$ cat src/rtl/uart_pkg.sv
// Shared definitions for the host UART receive path.
`timescale 1ns/1ps
package uart_pkg;

  localparam int UART_DATA_W          = 8;
  localparam int DEFAULT_CLKS_PER_BIT = 430;

  typedef enum logic [2:0] {
    IDLE,
    START,
    DATA,
    STOP,
    BREAK
  } uart_state_t;

endpackage

$ cat src/rtl/sync_ff.sv
// Multi-flop synchroniser for an asynchronous single-bit input.
`timescale 1ns/1ps
module sync_ff #(
  parameter int   STAGES  = 2,
  parameter logic RST_VAL = 1'b1
) (
  input  logic clk,
  input  logic rst,
  input  logic d,
  output logic q
);

  logic [STAGES-1:0] chain_reg;

  always_ff @(posedge clk or posedge rst) begin
    if (rst) chain_reg <= {STAGES{RST_VAL}};
    else     chain_reg <= {chain_reg[STAGES-2:0], d};
  end

  assign q = chain_reg[STAGES-1];

endmodule

$ cat src/rtl/uart_host_rx.sv
// 8N1 UART receiver: mid-bit sampling, framing-error detection and a
// single-entry valid/ready holding register with sticky overrun.
`timescale 1ns/1ps
module uart_host_rx
  import uart_pkg::*;
#(
  parameter int CLKS_PER_BIT = DEFAULT_CLKS_PER_BIT,
  parameter int SYNC_STAGES  = 2
) (
  input  logic                   clk,
  input  logic                   rst,
  input  logic                   rx,
  output logic [UART_DATA_W-1:0] data,
  output logic                   valid,
  input  logic                   ready,
  output logic                   frame_err,
  output logic                   overrun
);

  localparam int CNT_W = $clog2(CLKS_PER_BIT);
  localparam logic [CNT_W-1:0] HALF_LOAD = CNT_W'(CLKS_PER_BIT / 2 - 1);
  localparam logic [CNT_W-1:0] FULL_LOAD = CNT_W'(CLKS_PER_BIT - 1);

  logic rxs;

  sync_ff #(.STAGES(SYNC_STAGES), .RST_VAL(1'b1)) u_sync (
    .clk (clk),
    .rst (rst),
    .d   (rx),
    .q   (rxs)
  );

  uart_state_t            state_reg, state_next;
  logic [CNT_W-1:0]       cnt_reg, cnt_next;
  logic [2:0]             idx_reg, idx_next;
  logic [UART_DATA_W-1:0] shift_reg, shift_next;
  logic [UART_DATA_W-1:0] data_reg;
  logic                   valid_reg, frame_err_reg, overrun_reg;
  logic                   tick, byte_done, stop_bad, handshake;

  assign tick      = (cnt_reg == '0);
  assign handshake = valid_reg & ready;

  always_ff @(posedge clk or posedge rst) begin
    if (rst) begin
      state_reg <= IDLE;
      cnt_reg   <= '0;
      idx_reg   <= '0;
      shift_reg <= '0;
    end else begin
      state_reg <= state_next;
      cnt_reg   <= cnt_next;
      idx_reg   <= idx_next;
      shift_reg <= shift_next;
    end
  end

  always_comb begin
    state_next = state_reg;
    cnt_next   = cnt_reg;
    idx_next   = idx_reg;
    shift_next = shift_reg;
    byte_done  = 1'b0;
    stop_bad   = 1'b0;
    case (state_reg)
      IDLE: begin
        if (!rxs) begin
          state_next = START;
          cnt_next   = HALF_LOAD;
          idx_next   = '0;
        end
      end
      START: begin
        if (!tick) begin
          cnt_next = cnt_reg - 1'b1;
        end else if (rxs) begin
          state_next = IDLE;
        end else begin
          state_next = DATA;
          cnt_next   = FULL_LOAD;
        end
      end
      DATA: begin
        if (!tick) begin
          cnt_next = cnt_reg - 1'b1;
        end else begin
          shift_next[idx_reg] = rxs;
          cnt_next            = FULL_LOAD;
          if (idx_reg == 3'd7) state_next = STOP;
          else                 idx_next   = idx_reg + 3'd1;
        end
      end
      STOP: begin
        // Returning to IDLE at mid-stop lets a following start bit be caught early.
        if (!tick) begin
          cnt_next = cnt_reg - 1'b1;
        end else if (rxs) begin
          byte_done  = 1'b1;
          state_next = IDLE;
        end else begin
          stop_bad   = 1'b1;
          state_next = BREAK;
        end
      end
      BREAK: begin
        if (rxs) state_next = IDLE;
      end
      default: state_next = IDLE;
    endcase
  end

  always_ff @(posedge clk or posedge rst) begin
    if (rst) begin
      data_reg      <= '0;
      valid_reg     <= 1'b0;
      frame_err_reg <= 1'b0;
      overrun_reg   <= 1'b0;
    end else begin
      frame_err_reg <= stop_bad;
      // A completing byte is only dropped when the register is full and not being drained.
      if (byte_done && (!valid_reg || ready)) begin
        data_reg  <= shift_reg;
        valid_reg <= 1'b1;
      end else if (handshake) begin
        valid_reg <= 1'b0;
      end
      if (handshake)                   overrun_reg <= 1'b0;
      else if (byte_done && valid_reg) overrun_reg <= 1'b1;
    end
  end

  assign data      = data_reg;
  assign valid     = valid_reg;
  assign frame_err = frame_err_reg;
  assign overrun   = overrun_reg;

endmodule

$ cat config.mk
export PLATFORM = sky130hd
export DESIGN_NAME = uart_host_rx
export DESIGN_NICKNAME = d
export VERILOG_FILES = /design/src/rtl/uart_pkg.sv /design/src/rtl/sync_ff.sv /design/src/rtl/uart_host_rx.sv
export SDC_FILE = /design/constraint.sdc
export NUM_CORES = 1
export LEC_CHECK = 0
export CAP_MARGIN = 20
export CORE_MARGIN = 1
export CORE_UTILIZATION = 57
export CTS_BUF_LIST = sky130_fd_sc_hd__clkbuf_16
export DETAILED_ROUTE_END_ITERATION = 16
export PLACE_DENSITY = 0.81
export SLEW_MARGIN = 20
export SYNTH_ARGS = -nofsm -noshare
export SYNTH_HDL_FRONTEND = slang
export SYNTH_HIERARCHICAL = 1
export SYNTH_SLANG_ARGS = --single-unit
$ cat constraint.sdc
create_clock -name clk -period 2.6 [get_ports clk]
set_input_delay 0.26 -clock clk [delete_from_list [all_inputs] [get_ports clk]]
set_output_delay 0.26 -clock clk [all_outputs]
set_load 0.005 [all_outputs]
==> impl_metrics.toml <==
[drt]
drt-total-wl_mm = 3.76
viasPerCell = 6.25
wl_per_cell_um = 16.7
drt_first_pass_iters = 4
vias = 1406
drt-initial-drc-count = 90
ant_nets = 0
drc_errors = 0

[cells_and_area]
antenna_cells = 0
fin_nets = 187
largest_reg_flops = 9
fillers = 213
multi_input_area_um2 = 836
final-seq-area_um2 = 903
design_area_um2 = 2170
synthToLayoutAreaGrowth_pct = 18.8
drive_above_1_share_pct = 22.7

[yosys]
syn_area_um2 = 1830
yosysTopAreaCellShare_pct = 46.6
syn_avg_cell_area_um2 = 10.9
syn_inst = 167
synth_nets = 174
synthArstFlopShare_pct = 100
synth-seq-cells = 36
synth_area_leaders = "dfrtp_1 47%, mux2_2 11%, dfstp_2 2.9%"
yosys.area.top_type = "dfrtp_1"
synth_ff_type = "dfrtp_1"
synth-edff-count = 0
ys_seq_area_share_pct = 49.5
synth_cell_types = 44
synth_warnings = 6

[clock_tree]
clk_path_buf_depth = 2
tritoncts.num_buffers = 5
cts_max_level = 2
cts_tree = "built"
cts.sinks = 36
ctsRootBufferMaster = "clkbuf_16"
post-cts-setup-buffers = 0
cts_hold_buf = 0
clk_pin_slew_ns = 0.05
clk_latency_ns = 0.27
cts.repair.resized = 0

[placed_design]
dp_slack_ns = 0.266
post-dp-hpwl_mm = 2.43
numPortBuffers = 14
gp_congestion = 0.852
postPlaceCellArea_um2 = 2010

[sta]
max-slew-margin-rel_pct = 62.2
fin_crit_sh_pct = 91.7
min_period_ns = 2.39
fin_ws_ns = 0.215
holdWs_ns = 0.357
slew_viol_final = 0
max_freq_mhz = 419
rsz0062_at_grt = "no"
final_hold_viol_count = 0
setup_viol = 0
final.setup.tns_ns = 0
worstMarginPinSlew_ns = 0.567
skew_ns = 0.00299

[power_and_ir_drop]
total_power_mw = 1.25
p_per_area_nw_per_um2 = 577
cellLeakagePower_nw = 0.935
ir_drop_mv = 0.519

[die]
core_area_um2 = 3050
die_area_um2 = 3430
initial_core_util_pct = 59.8
core.rowCount = 20
dieHeight_um = 58.6
die_w_um = 58.6
io_pins = 15

[worst_setup_path]
crit_buf_inv = 1
setup.worst_path.start = "cnt_reg[0]$_DFFE_PP0P_"
max_stage_delay_ns = 0.61
cp-start-kind = "flip-flop"
critPathKind = "flip-flop to flip-flop"
required_ns = 2.81
worstPathMaxFanout = 7
cp-end-kind = "flip-flop"
crit_chain = "inv_1, ha_1, or4b_1, or4_4, a221oi_2, o32a_1"
crit_slowest_cell = "or4b_1"
critPathTopFamily = "simple AND/OR/NAND/NOR gates"
r2r_start = "cnt_reg[0]$_DFFE_PP0P_"
worst_ep_arrival_time_ns = 2.59

[grt]
grt_use_total_pct = 24.1
grt_pass1_wl_mm = 6.23
grt_pass1_vias = 1376
grt-ovfl-total = 0
grt_max_degree = 35
antenna_found_initial = 0

[min_path]
hold_class = "input port to asynchronous set/reset pin"

[run]
maxCapViolCount = 0

[outcome]
status = "finished clean"
==> cells in the mapped netlist (all sizes together) (2+ instances only) <==
cell type  instances
nor2              13
dfstp              2
a211oi             4
buf                3
a21oi              4
a22o               2
mux2i              2
or3                2
a31oi              5
nand4              2
mux2              18
o22ai              4
nor4b              5
clkbuf            10
a221oi             3
nand3              3
ha                 3
or4                2
nand3b             2
dfrtp             34
nand4b             2
nor4               4
nor3               5
nand2              7
or2                2
o21ai              2
inv                9
==> cell usage in the layout (no fill, tap or decap), drive strengths merged, types with 2 or more instances in the layout <==
| cell type | n |
|---|---|
| dfrtp | 34 |
| mux2 | 18 |
| clkdlybuf4s50 | 14 |
| nor2 | 13 |
| inv | 10 |
| nand2 | 7 |
| nor3 | 5 |
| a31oi | 5 |
| clkbuf | 5 |
| buf | 5 |
| nor4b | 5 |
| a21oi | 4 |
| a211oi | 4 |
| o22ai | 4 |
| nor4 | 4 |
| nand3 | 3 |
| ha | 3 |
| a221oi | 3 |
| nand3b | 2 |
| nand4 | 2 |
| nand4b | 2 |
| or2 | 2 |
| mux2i | 2 |
| or3 | 2 |
| o21ai | 2 |
| a22o | 2 |
| dfstp | 2 |
| or4 | 2 |
==> cell families after synthesis <==
| family | after synthesis | share of synthesized area (%) |
|---|---|---|
| xor gates and xnor gates | 1 | 0.480 |
| AOI/OAI and AO/OA | 31 | 12.7 |
| buffers and inverters | 22 | 4.73 |
| DFF | 36 | 49.5 |
| adders and majority gates | 3 | 2.06 |
| muxes | 20 | 12.2 |
| and+or+nand+nor | 54 | 18.3 |
==> per-stage QoR <==
step,std cells,utilization [%]
finish,225,71.1
global route,225,71.1
CTS,225,71.1
detailed placement,217,65.7
global placement,217,65.7
floorplan,167,-
==> final timing paths <==
path	end	cells past startpoint	slack (ns)
setup / recovery	cnt_reg[7]$_DFFE_PP0P_	6	0.21
hold / removal	u_sync/chain_reg[0]$_DFF_PP1_	2	0.36
setup reg to reg	cnt_reg[7]$_DFFE_PP0P_	6	0.21
hold reg to reg	u_sync/chain_reg[1]$_DFF_PP1_	0	0.36
max in group asynchronous	data[2]$_DFFE_PP0P_	3	1.87
min in group clk	u_sync/chain_reg[1]$_DFF_PP1_	0	0.36
==> layout make-up <==
class / count / share of cell area, %
flip-flops and latches: 36 / 41.6
multi-input cells: 109 / 38.5
repair buffers: 19 / 8.19
clock buffers: 5 / 5.77
well taps: 44 / 2.54
clock inverters: 3 / 1.79
inverters: 9 / 1.56
==> metal layers <==
metal,vias to the layer above,global-route usage (%),wire length (um)
li1,646,-,-
met1,705,30.4,1570
met2,45,41.1,1970
met3,10,4.84,157
met4,0,9.52,58
met5,-,0,0
==> report_power, final <==
| part | switching (mW) | total [mW] | internal (mW) |
|---|---|---|---|
| combinational | 0.0159 | 0.0252 | 0.00927 |
| sequential | 0.00508 | 0.570 | 0.565 |
| clock | 0.210 | 0.657 | 0.446 |
No activity file was read; power rests on OpenSTA's default activity.
